## src/rtl/adr_pch_responder.sv

```systemverilog
// PCH-side ADR responder: on a CPLD ADR trigger it emulates the cache flush,
// reports completion, waits for the CPLD acknowledge (or times out) and enters S3.
module adr_pch_responder #(
  parameter int FLUSH_CYCLES = 200,
  parameter int ACK_TIMEOUT  = 2000,
  parameter int SLP3_DELAY   = 10
) (
  input  logic       iClk,
  input  logic       iRst_n,
  input  logic       iEna,
  input  logic       iFmAdrTrigger_n,
  input  logic       iFmAdrAck_n,
  output logic       oFmAdrComplete,
  output logic       oFmSlp3_n,
  output logic       oAdrBusy,
  output logic       oAdrTimeout,
  output logic [7:0] oAdrEventCnt
);

  typedef enum logic [2:0] {
    IDLE       = 3'd0,
    ARMED      = 3'd1,
    FLUSH      = 3'd2,
    COMPLETE   = 3'd3,
    WAIT_ACK   = 3'd4,
    PWR_DN_DLY = 3'd5,
    S3         = 3'd6
  } state_t;

  // Terminal values of the shared counter; parameters stay within 1..4095,
  // so the counter stops at or below 4094 and can never wrap.
  localparam logic [11:0] FLUSH_LAST = 12'(FLUSH_CYCLES - 1);
  localparam logic [11:0] ACK_LAST   = 12'(ACK_TIMEOUT - 1);
  localparam logic [11:0] SLP3_LAST  = 12'(SLP3_DELAY - 1);

  state_t      r_state;
  state_t      w_state_nxt;
  logic [11:0] r_cnt;
  logic [11:0] w_cnt_nxt;
  logic        r_trig_prev;
  logic        r_ack_prev;
  logic        r_complete;
  logic        w_complete_nxt;
  logic        r_slp3_n;
  logic        w_slp3_n_nxt;
  logic        r_timeout;
  logic        w_timeout_nxt;
  logic [7:0]  r_evt_cnt;
  logic [7:0]  w_evt_cnt_nxt;
  logic        w_trig_fall;
  logic        w_ack_fall;
  logic        w_abortable;

  assign w_trig_fall = ~iFmAdrTrigger_n & r_trig_prev;
  assign w_ack_fall  = ~iFmAdrAck_n & r_ack_prev;
  assign w_abortable = r_state inside {ARMED, FLUSH, COMPLETE, WAIT_ACK, PWR_DN_DLY};

  always_ff @(posedge iClk) begin
    // NOTE: state is updated with non-blocking assignments so every flop samples
    // the pre-edge values and the order of the statements below does not matter.
    if (!iRst_n) begin
      r_state     <= IDLE;
      r_cnt       <= '0;
      r_trig_prev <= 1'b1;
      r_ack_prev  <= 1'b1;
      r_complete  <= 1'b0;
      r_slp3_n    <= 1'b1;
      r_timeout   <= 1'b0;
      r_evt_cnt   <= '0;
    end else begin
      r_state     <= w_state_nxt;
      r_cnt       <= w_cnt_nxt;
      r_trig_prev <= iFmAdrTrigger_n;
      r_ack_prev  <= iFmAdrAck_n;
      r_complete  <= w_complete_nxt;
      r_slp3_n    <= w_slp3_n_nxt;
      r_timeout   <= w_timeout_nxt;
      r_evt_cnt   <= w_evt_cnt_nxt;
    end
  end

  always_comb begin
    // NOTE: every next value gets a hold default first, so no path through the
    // case below leaves one unassigned and no latch is inferred.
    w_state_nxt    = r_state;
    w_cnt_nxt      = r_cnt;
    w_complete_nxt = r_complete;
    w_slp3_n_nxt   = r_slp3_n;
    w_timeout_nxt  = r_timeout;
    w_evt_cnt_nxt  = r_evt_cnt;

    // Losing enable mid-sequence drops straight back to IDLE; history is kept.
    if (w_abortable && !iEna) begin
      w_state_nxt    = IDLE;
      w_cnt_nxt      = '0;
      w_complete_nxt = 1'b0;
      w_slp3_n_nxt   = 1'b1;
    end else begin
      case (r_state)
        IDLE: begin
          w_cnt_nxt      = '0;
          w_complete_nxt = 1'b0;
          w_slp3_n_nxt   = 1'b1;
          if (iEna) w_state_nxt = ARMED;
        end
        ARMED: begin
          if (w_trig_fall) begin
            w_state_nxt = FLUSH;
            w_cnt_nxt   = '0;
            if (r_evt_cnt != 8'hFF) w_evt_cnt_nxt = r_evt_cnt + 8'd1;
          end
        end
        FLUSH: begin
          if (r_cnt == FLUSH_LAST) begin
            w_state_nxt    = COMPLETE;
            w_complete_nxt = 1'b1;
          end else begin
            w_cnt_nxt = r_cnt + 12'd1;
          end
        end
        COMPLETE: begin
          w_state_nxt = WAIT_ACK;
          w_cnt_nxt   = '0;
        end
        WAIT_ACK: begin
          // An ack arriving on the timeout cycle still counts as a clean ack.
          if (w_ack_fall) begin
            w_state_nxt    = PWR_DN_DLY;
            w_complete_nxt = 1'b0;
            w_cnt_nxt      = '0;
          end else if (r_cnt == ACK_LAST) begin
            w_state_nxt    = PWR_DN_DLY;
            w_complete_nxt = 1'b0;
            w_timeout_nxt  = 1'b1;
            w_cnt_nxt      = '0;
          end else begin
            w_cnt_nxt = r_cnt + 12'd1;
          end
        end
        PWR_DN_DLY: begin
          if (r_cnt == SLP3_LAST) begin
            w_state_nxt  = S3;
            w_slp3_n_nxt = 1'b0;
            w_cnt_nxt    = '0;
          end else begin
            w_cnt_nxt = r_cnt + 12'd1;
          end
        end
        S3: begin
          w_slp3_n_nxt = 1'b0;
          if (!iEna) begin
            w_state_nxt  = IDLE;
            w_slp3_n_nxt = 1'b1;
          end
        end
        default: begin
          w_state_nxt    = IDLE;
          w_cnt_nxt      = '0;
          w_complete_nxt = 1'b0;
          w_slp3_n_nxt   = 1'b1;
        end
      endcase
    end
  end

  assign oFmAdrComplete = r_complete;
  assign oFmSlp3_n      = r_slp3_n;
  assign oAdrBusy       = r_state inside {FLUSH, COMPLETE, WAIT_ACK, PWR_DN_DLY};
  assign oAdrTimeout    = r_timeout;
  assign oAdrEventCnt   = r_evt_cnt;

endmodule

```

## config.mk

```make
export PLATFORM = sky130hd
export DESIGN_NAME = adr_pch_responder
export DESIGN_NICKNAME = d
export VERILOG_FILES = /design/src/rtl/adr_pch_responder.sv
export SDC_FILE = /design/constraint.sdc
export NUM_CORES = 1
export LEC_CHECK = 0
export CAP_MARGIN = 20
export CORE_MARGIN = 5
export CORE_UTILIZATION = 50
export CTS_BUF_LIST = sky130_fd_sc_hd__clkbuf_2 sky130_fd_sc_hd__clkbuf_4 sky130_fd_sc_hd__clkbuf_8
export DETAILED_ROUTE_END_ITERATION = 10
export PLACE_DENSITY = 0.72
export SYNTH_ARGS = -nofsm -noshare
export SYNTH_HDL_FRONTEND = slang
export SYNTH_SLANG_ARGS = --single-unit
```

## constraint.sdc

```tcl
create_clock -name iClk -period 5 [get_ports iClk]
set_input_delay 0.75 -clock iClk [delete_from_list [all_inputs] [get_ports iClk]]
set_output_delay 0.75 -clock iClk [all_outputs]
set_load 0.005 [all_outputs]
```

==> flow_metrics.tcl <==
set metrics [dict create \
    place_area_um2 1780 \
    final_core_util 0.601 \
    postCtsHoldBufs 0 \
    drtIter0Drc 126 \
    postSynthAreaPerCell_um2 8.54 \
    cp.required_ns 4.25 \
    routedWlPerCell_um 13.2 \
    antenna_found_initial 0 \
    clock_sinks 28 \
    finalSetupViolCount 0 \
    io_pins 17 \
    vias 1433 \
    clockBufferDepth 2 \
    fin_total_pwr_uw 549 \
    hp-class "flop to flop" \
    drt.antenna.violating_nets 0 \
    max_slew_margin 0.644 \
    p_per_area_nw_per_um2 299 \
    vdd_drop_max_uv 156 \
    cp-end-kind "output port" \
    use_met3 0.0236 \
    holdWs_ns 0.480 \
    htree_num_levels 1 \
    via_per_inst 5.85 \
    drt-pass1-iter-count 4 \
    status "finished, final reports clean" \
    cts_resized 0 \
    grtUsageMet2 0.276 \
    syn_inst 187 \
    start_util 0.523 \
    fin_tns_setup_ns 0 \
    fmax_mhz 375 \
    synth.top_cell.area_share 0.351 \
    critPathKind "flop to output port" \
    async_reset_ff_frac 0 \
    synth_largest_area_cell "dfxtp_1" \
    syn_to_final_growth_pct 14.9 \
    synth-seq-area-share 0.351 \
    grt_use_met1 0.218 \
    ys_top_cells_by_area "dfxtp_1, xnor2_1, nor2_1" \
    regToRegSetupSlack_ns 2.65 \
    route.final.wire_length_mm 3.24 \
    skew_ns 0.00179 \
    num-nets-final 212 \
    grt.total_usage 0.166 \
    rows 20 \
    ys_ff_latch 28 \
    post_cts_buffers 0 \
    critPathMaxFanout 12 \
    rsz0062_at_grt "no" \
    numCtsBuffers 3 \
    cap_violations 0 \
    n_antenna_cell 0 \
    grt-ovfl-total 0 \
    dp_hpwl_mm 2.44 \
    root_buffer "clkbuf_4" \
    grt.busiest_layer "met2" \
    dominantRegCellSynth "dfxtp_1" \
    die_w_um 66.5 \
    synth_area_um2 1600 \
    final_hold_viol_count 0 \
    power_leakage_nw 0.630 \
    clk_pin_slew_ns 0.15 \
    grt_pass1_wl_mm 5.89 \
    tritoncts "done" \
    yosys_warnings 0 \
    clkLatencyLatePin_ns 0.33 \
    worst_slack_ns 2.33 \
    post-route-period-util 0.533 \
    drc 0 \
    worstPathArrival_ns 1.92 \
    design.core.area_um2 3050 \
    grt_max_degree 17 \
    final_layout_size_suffix_gt1_frac 0.0547 \
    place_congestion 0.944 \
    drv_slew 0 \
    cp-start-kind "flop" \
    dieArea_um2 4420 \
    worstMarginPinSlew_ns 0.526 \
    fin_area_um2 1830 \
    synth_cell_types 48 \
    post-route-min-period_ns 2.67 \
    synth_edf_count 0 \
    die_y_um 66.5 \
    num-fill-cells 282 \
    port-buffer-count 16 \
    placed_cells 241 \
    grt_pass1_vias 1314 \
    dp_slack_ns 2.38 \
    synthesis.nets 197 \
    instances_no_fill 245 \
]
[worst paths after layout]
kind / start / to / cells past startpoint
max: r_state[1] / oAdrBusy / 4
min: oAdrTimeout / oAdrTimeout / 2
max reg2reg: r_cnt[0] / r_cnt[10] / 6
min reg2reg: oAdrTimeout / oAdrTimeout / 2
[per-layer routing]
metal | share of wire | vias up
met4 | 0.018 | 0
met1 | 0.47 | 671
met5 | 0 | -
met2 | 0.46 | 46
met3 | 0.051 | 7
li1 | - | 709
[critical path: stages, from the launching register on]
cell and delay (ns):
dfxtp_1 0.57, inv_1 0.14, ha_1 0.32, inv_1 0.06, clkdlybuf4s50_1 0.50
[cell usage after synthesis, types with 2 or more instances]
master,number
nor2b_1,4
inv_1,7
o311ai_2,2
o31ai_1,2
a21boi_0,3
nor3_1,11
nor4b_1,2
buf_2,3
nand4_1,6
and2_1,5
or4_1,3
and4b_1,2
nand2b_1,5
ha_1,5
and4_1,2
o22ai_1,2
nor4_1,5
nand2_1,11
nand3_1,8
nor3b_1,2
nor2_1,17
and3_1,2
dfxtp_1,28
xor2_1,7
or3_1,3
a21oi_1,2
o21ai_0,7
xnor2_1,9
a31oi_1,2
clkbuf_1,2
[area by class of cell]
type	count	area [µm²]	area share
inverters	7	26.3	0.0143
repair buffers	16	160	0.0873
well taps	44	55.1	0.0300
clock buffers	3	22.5	0.0123
flip-flops and latches	28	561	0.306
clock inverters	1	30.0	0.0164
multi-input cells	146	980	0.534
[where the power goes]
group	switching (mW)	total (mW)	leakage [nW]	internal [mW]
clock network	0.0691	0.150	0.0279	0.0811
registers	0.0274	0.261	0.227	0.234
logic	0.0768	0.138	0.376	0.0607
total	0.173	0.549	0.630	0.376
[sequential cells by signal, summed over array words and instances (netlist names)]
register,flops
oFmSlp3_n,1
r_state,3
oFmAdrComplete,1
r_trig_prev,1
oAdrTimeout,1
r_cnt,12
oAdrEventCnt,8
r_ack_prev,1
[cells in the final DEF (no fill, tap or decap), drive strengths merged, types with 3 or more instances in the layout]
cell type,synthesis,final
xnor2,9,9
nand3,8,8
nand4,6,6
xor2,7,7
o21ai,8,8
clkdlybuf4s50,0,16
or4,4,4
nor2,17,17
nand2,11,11
and2,5,5
dfxtp,28,28
inv,7,7
nor4,5,5
clkbuf,2,3
a21boi,3,3
or3,3,3
nor3,12,12
nor2b,4,4
nand2b,5,5
ha,5,5
[logic make-up after synthesis]
logic type / Yosys count / synth area share
AOI/OAI and AO/OA: 30 / 0.144
xor gates and xnor gates: 16 / 0.0878
adders and majority gates: 5 / 0.0392
buffers and inverters: 13 / 0.0353
muxes: 1 / 0.00627
and+or+nand+nor: 94 / 0.336
DFF: 28 / 0.351
(Power assumes the default switching activity.)
